===== src/rtl/disp_value_ctrl.sv =====
// Debounced load/up/down buttons driving a CNT_W-bit hex counter plus pre-load snapshot.
// Latency: 2 sync clks + DB_TICKS ticks + 1 action clk from a stable raw edge.
module disp_value_ctrl #(
  parameter int DB_TICKS = 4,
  parameter int CNT_W    = 16
) (
  input  logic               clk,
  input  logic               reset,
  input  logic               tick,
  input  logic [CNT_W-1:0]   SW,
  input  logic               btn_load,
  input  logic               btn_up,
  input  logic               btn_down,
  output logic [2*CNT_W-1:0] value_out,
  output logic               wrap
);

  localparam logic [3:0] DB_LAST = 4'(DB_TICKS - 1);

  logic [2:0]       w_raw;
  logic [2:0]       r_sync1;
  logic [2:0]       r_sync2;
  logic [2:0]       r_db;
  logic [2:0]       r_db_q;
  logic [3:0]       r_dbcnt [3];
  logic [2:0]       w_press;
  logic             w_load;
  logic             w_up;
  logic             w_down;
  logic [CNT_W-1:0] r_count;
  logic [CNT_W-1:0] r_snap;
  logic             r_wrap;

  // Bit order everywhere: [2]=load, [1]=up, [0]=down.
  assign w_raw = {btn_load, btn_up, btn_down};

  always_ff @(posedge clk or negedge reset) begin
    if (!reset) begin
      r_sync1 <= '0;
      r_sync2 <= '0;
    end else begin
      r_sync1 <= w_raw;
      r_sync2 <= r_sync1;
    end
  end

  // Counter holds ticks already seen at the new level; the DB_TICKS-th one commits it.
  always_ff @(posedge clk or negedge reset) begin
    if (!reset) begin
      r_db <= '0;
      for (int i = 0; i < 3; i++) r_dbcnt[i] <= '0;
    end else if (tick) begin
      for (int i = 0; i < 3; i++) begin
        if (r_sync2[i] == r_db[i]) begin
          r_dbcnt[i] <= '0;
        end else if (r_dbcnt[i] == DB_LAST) begin
          r_db[i]    <= r_sync2[i];
          r_dbcnt[i] <= '0;
        end else begin
          r_dbcnt[i] <= r_dbcnt[i] + 4'd1;
        end
      end
    end
  end

  always_ff @(posedge clk or negedge reset) begin
    if (!reset) r_db_q <= '0;
    else        r_db_q <= r_db;
  end

  assign w_press = r_db & ~r_db_q;
  assign w_load  = w_press[2];
  assign w_up    = w_press[1];
  assign w_down  = w_press[0];

  always_ff @(posedge clk or negedge reset) begin
    if (!reset) begin
      r_count <= '0;
      r_snap  <= '0;
      r_wrap  <= 1'b0;
    end else begin
      r_wrap <= 1'b0;
      if (w_load) begin
        r_snap  <= r_count;
        r_count <= SW;
      end else if (w_up && !w_down) begin
        r_count <= r_count + 1'b1;
        r_wrap  <= &r_count;
      end else if (w_down && !w_up) begin
        r_count <= r_count - 1'b1;
        r_wrap  <= ~|r_count;
      end
    end
  end

  assign value_out = {r_count, r_snap};
  assign wrap      = r_wrap;

endmodule


===== config.mk =====
export PLATFORM = sky130hd
export DESIGN_NAME = disp_value_ctrl
export DESIGN_NICKNAME = d
export VERILOG_FILES = /design/src/rtl/disp_value_ctrl.sv
export SDC_FILE = /design/constraint.sdc
export NUM_CORES = 1
export LEC_CHECK = 0
export CAP_MARGIN = 20
export CORE_MARGIN = 1
export CORE_UTILIZATION = 45
export DETAILED_ROUTE_END_ITERATION = 12
export PLACE_DENSITY_LB_ADDON = 0.25
export SLEW_MARGIN = 20
export SYNTH_ARGS = -nofsm -noshare
export SYNTH_HDL_FRONTEND = slang
export SYNTH_SLANG_ARGS = --single-unit

===== constraint.sdc =====
create_clock -name clk -period 3.3 [get_ports clk]
set_input_delay 0.33 -clock clk [delete_from_list [all_inputs] [get_ports clk]]
set_output_delay 0.33 -clock clk [all_outputs]
set_load 0.02 [all_outputs]

==> run_results.csv <==
group,metric,value,unit
worst_setup_path,endpoint_kind,"flip-flop",
sta,max_clock_freq,345.0,MHz
run,drv_cap,0,
power,p_per_area,1243,nW/um^2
yosys,yosys.area.top_type_share,45.15,%
yosys,synth-async-reset-ratio,100.0,%
sta,slew_headroom,37.67,%
worst_setup_path,worstPathArrival,3.12,ns
final_layout,drive_gt1_share,6.601,%
yosys,synth-edff-count,0,
global_routing,grt_max_degree,58,
worst_setup_path,start_kind,"flip-flop",
clock_tree,clkLatencyLatePin,0.34,ns
placed_design,io_buffer_count,54,
final_layout,syn_to_final_growth,27.29,%
clock_tree,clk_path_buf_depth,2,
yosys,ys_top_cells_by_area,"dfrtp_1 45%, ha_1 7.5%, nand2_1 7.1%",
floorplanning,io_pins,55,
yosys,synthDistinctLibCells,43,
clock_tree,numCtsBuffers,9,
final_layout,nets,446,
route,drc,0,
final_layout,fill_cells,584,
global_routing,antenna_found_initial,0,
clock_tree,cts.clk_slew.worst_paths,0.07,ns
yosys,yosysSeqAreaShare,45.15,%
global_routing,grt_pass1_wl,12880,um
worst_setup_path,path_max_fanout,12,
sta,hold_violations,0,
floorplanning,initial_core_util,46.50,%
route,drtPass1Iterations,4,
route,vias,2794,
route,wl_per_cell,14.67,um
sta,fin_setup_tns,0,ns
global_routing,grt_pass1_vias,2716,
clock_tree,clkSinkCount,57,
route,drt_iter0_markers,162,
yosys,synth_fp_nets,392,
sta,post-route-period-util,87.83,%
route,routed_wirelength,7409,um
floorplanning,core,6794,um^2
yosys,syn_avg_cell_area,9.027,um^2
final_layout,antenna_cells,0,
clock_tree,ctsResizeCount,0,
yosys,ys_ff_latch,57,
worst_setup_path,cp.required,3.52,ns
route,ant_nets,0,
floorplanning,std_cell_rows,30,
yosys,netlist_area,3159,um^2
final_layout,multi_input_area,1620,um^2
placed_design,gp_congestion,0.8456,
placed_design,hpwlAfterDp,5114,um
sta,finalSetupViolations,0,
yosys,synth_top_area_cell,"dfrtp_1",
floorplanning,die_y,85.79,um
clock_tree,postCtsHoldBufs,0,
sta,tightest_slew,0.9330,ns
power,vdd_ir_drop_max,0.0006402,V
yosys,ys_dominant_reg_cell,"dfrtp_1",
yosys,synth_cells,350,
worst_setup_path,r2r_cells,11,
global_routing,grt_overflow,0,
power,p_leak,1.766,nW
route,vias_per_cell,5.533,
sta,fin_hold_ws,0.1363,ns
sta,fin_skew,0.005651,ns
global_routing,grt_usage,22.19,%
clock_tree,cts_tree,"yes",
clock_tree,clock_tree.root_cell,"clkbuf_8",
worst_setup_path,crit_type,"reg -> reg",
yosys,ys.warnings.count,0,
run_status,status,"finished clean",
sta,fin_crit,2.898,ns
clock_tree,cts_setup_buffers,0,
sta,rsz0062_at_grt,"false",
sta,slew_violations,0,
clock_tree,cts-htree-levels,3,
floorplanning,dieArea,7360,um^2
floorplanning,chipWidth,85.79,um
min_path,hp-class,"in -> async",
final_layout,seqCellArea,1426,um^2
path summary, 6_finish.rpt:
path | slack (ns) | from | endpoint
worst max-delay path | 0.40 | r_db[0]$_DFFE_PN0P_ | r_count[13]$_DFFE_PN0P_
worst min-delay path | 0.14 | reset | r_sync1[0]$_DFF_PN0_
worst max register to register | 0.40 | r_db[0]$_DFFE_PN0P_ | r_count[13]$_DFFE_PN0P_
worst min register to register | 0.35 | r_sync1[0]$_DFF_PN0_ | r_sync2[0]$_DFF_PN0_
max in group asynchronous | 2.70 | reset | r_count[10]$_DFFE_PN0P_
min in group clk | 0.35 | r_sync1[0]$_DFF_PN0_ | r_sync2[0]$_DFF_PN0_
cell usage after synthesis, types with 2 or more instances:
cell type   n
ha_1       19
nand2b_1    3
nand2_1    60
a31oi_1     4
a21o_1      6
nor4_1      4
or3_1       2
buf_1       2
nand4b_1    2
nor2_1     23
nand4_1    10
and3_1      6
o21ai_0    27
xnor2_1     7
mux2_2      3
a21oi_1    23
a211oi_1    2
nor2b_1     6
mux2i_1     5
o311ai_0    3
xor2_1      6
dfrtp_1    57
nand3_1    13
inv_1      14
o31ai_1     3
nor3_1      7
a221o_1     2
nor4b_1     3
clkbuf_1   14
layout make-up:
cell class              instances  share of cell area, %
clock buffers                  11                  3.765
well taps                      96                  2.987
multi-input cells             263                  40.29
repair buffers                 59                  14.25
clock inverters                 5                  1.929
flip-flops and latches         57                  35.47
inverters                      14                  1.307
stage by stage:
step | setup slack, ns | util (%) | power (mW) | instances | instance area [um^2]
after floorplan | 0.4494 | - | 3.305 | 350 | 3159
after global placement | 0.5857 | 55.82 | 4.167 | 489 | 3792
after detailed placement | 0.3939 | 55.82 | 4.216 | 489 | 3792
after CTS | 0.3838 | 59.19 | 5.002 | 505 | 4021
after global routing | 0.1925 | 59.19 | 5.419 | 505 | 4021
final | 0.4016 | 59.19 | 5.000 | 505 | 4021
where the power goes:
group          total, mW  switching, mW  internal (mW)  leakage (nW)
Clock              0.750          0.286          0.463         0.115
Sequential          1.30          0.313          0.985         0.696
Combinational       2.95           1.65           1.30         0.954
Total               5.00           2.25           2.75          1.77
kinds of logic after synthesis:
group,synth area share [%]
AO/OA/AOI/OAI,15.64
AND/OR/NAND/NOR,21.23
adder cells (fa/ha/maj),8.159
multiplexers,2.653
buffers and inverters,3.564
flip-flops,45.15
XOR/XNOR,3.604
placed cells by master (no fill, tap or decap), types with 5 or more instances in the layout:
master,count
o21ai_0,27
a21oi_1,23
inv_1,14
buf_4,5
nor2_1,23
clkbuf_8,11
xnor2_1,7
xor2_1,6
nor2b_1,6
mux2i_1,5
dfrtp_1,57
ha_1,19
nand4_1,10
nand3_1,13
clkdlybuf4s50_1,53
and3_1,6
a21o_1,6
nor3_1,7
nand2_1,60
registers in the layout, summed over array words and instances, names as in the netlist:
signal,flops
r_db,3
r_sync1,3
r_dbcnt,12
wrap,1
r_snap,16
r_db_q,3
r_sync2,3
r_count,16
critical path, stage by stage (launching register included):
cell	delay [ns]
dfrtp_1	0.41
nand2b_1	0.13
nand3_1	0.29
buf_4	0.30
ha_1	0.36
nand2_1	0.08
o21ai_0	0.09
a41o_1	0.26
a31o_1	0.26
a311o_1	0.33
nor4_1	0.20
nor3b_1	0.08
metal layers:
layer	global-route usage, %	wire, um	vias to the layer above
met1	29.94	3431	1341
li1	-	-	1350
met3	3.272	308	14
met4	10.15	127	0
met2	35.49	3542	89
met5	0	0	-
No activity file was read; power rests on OpenSTA's default activity.
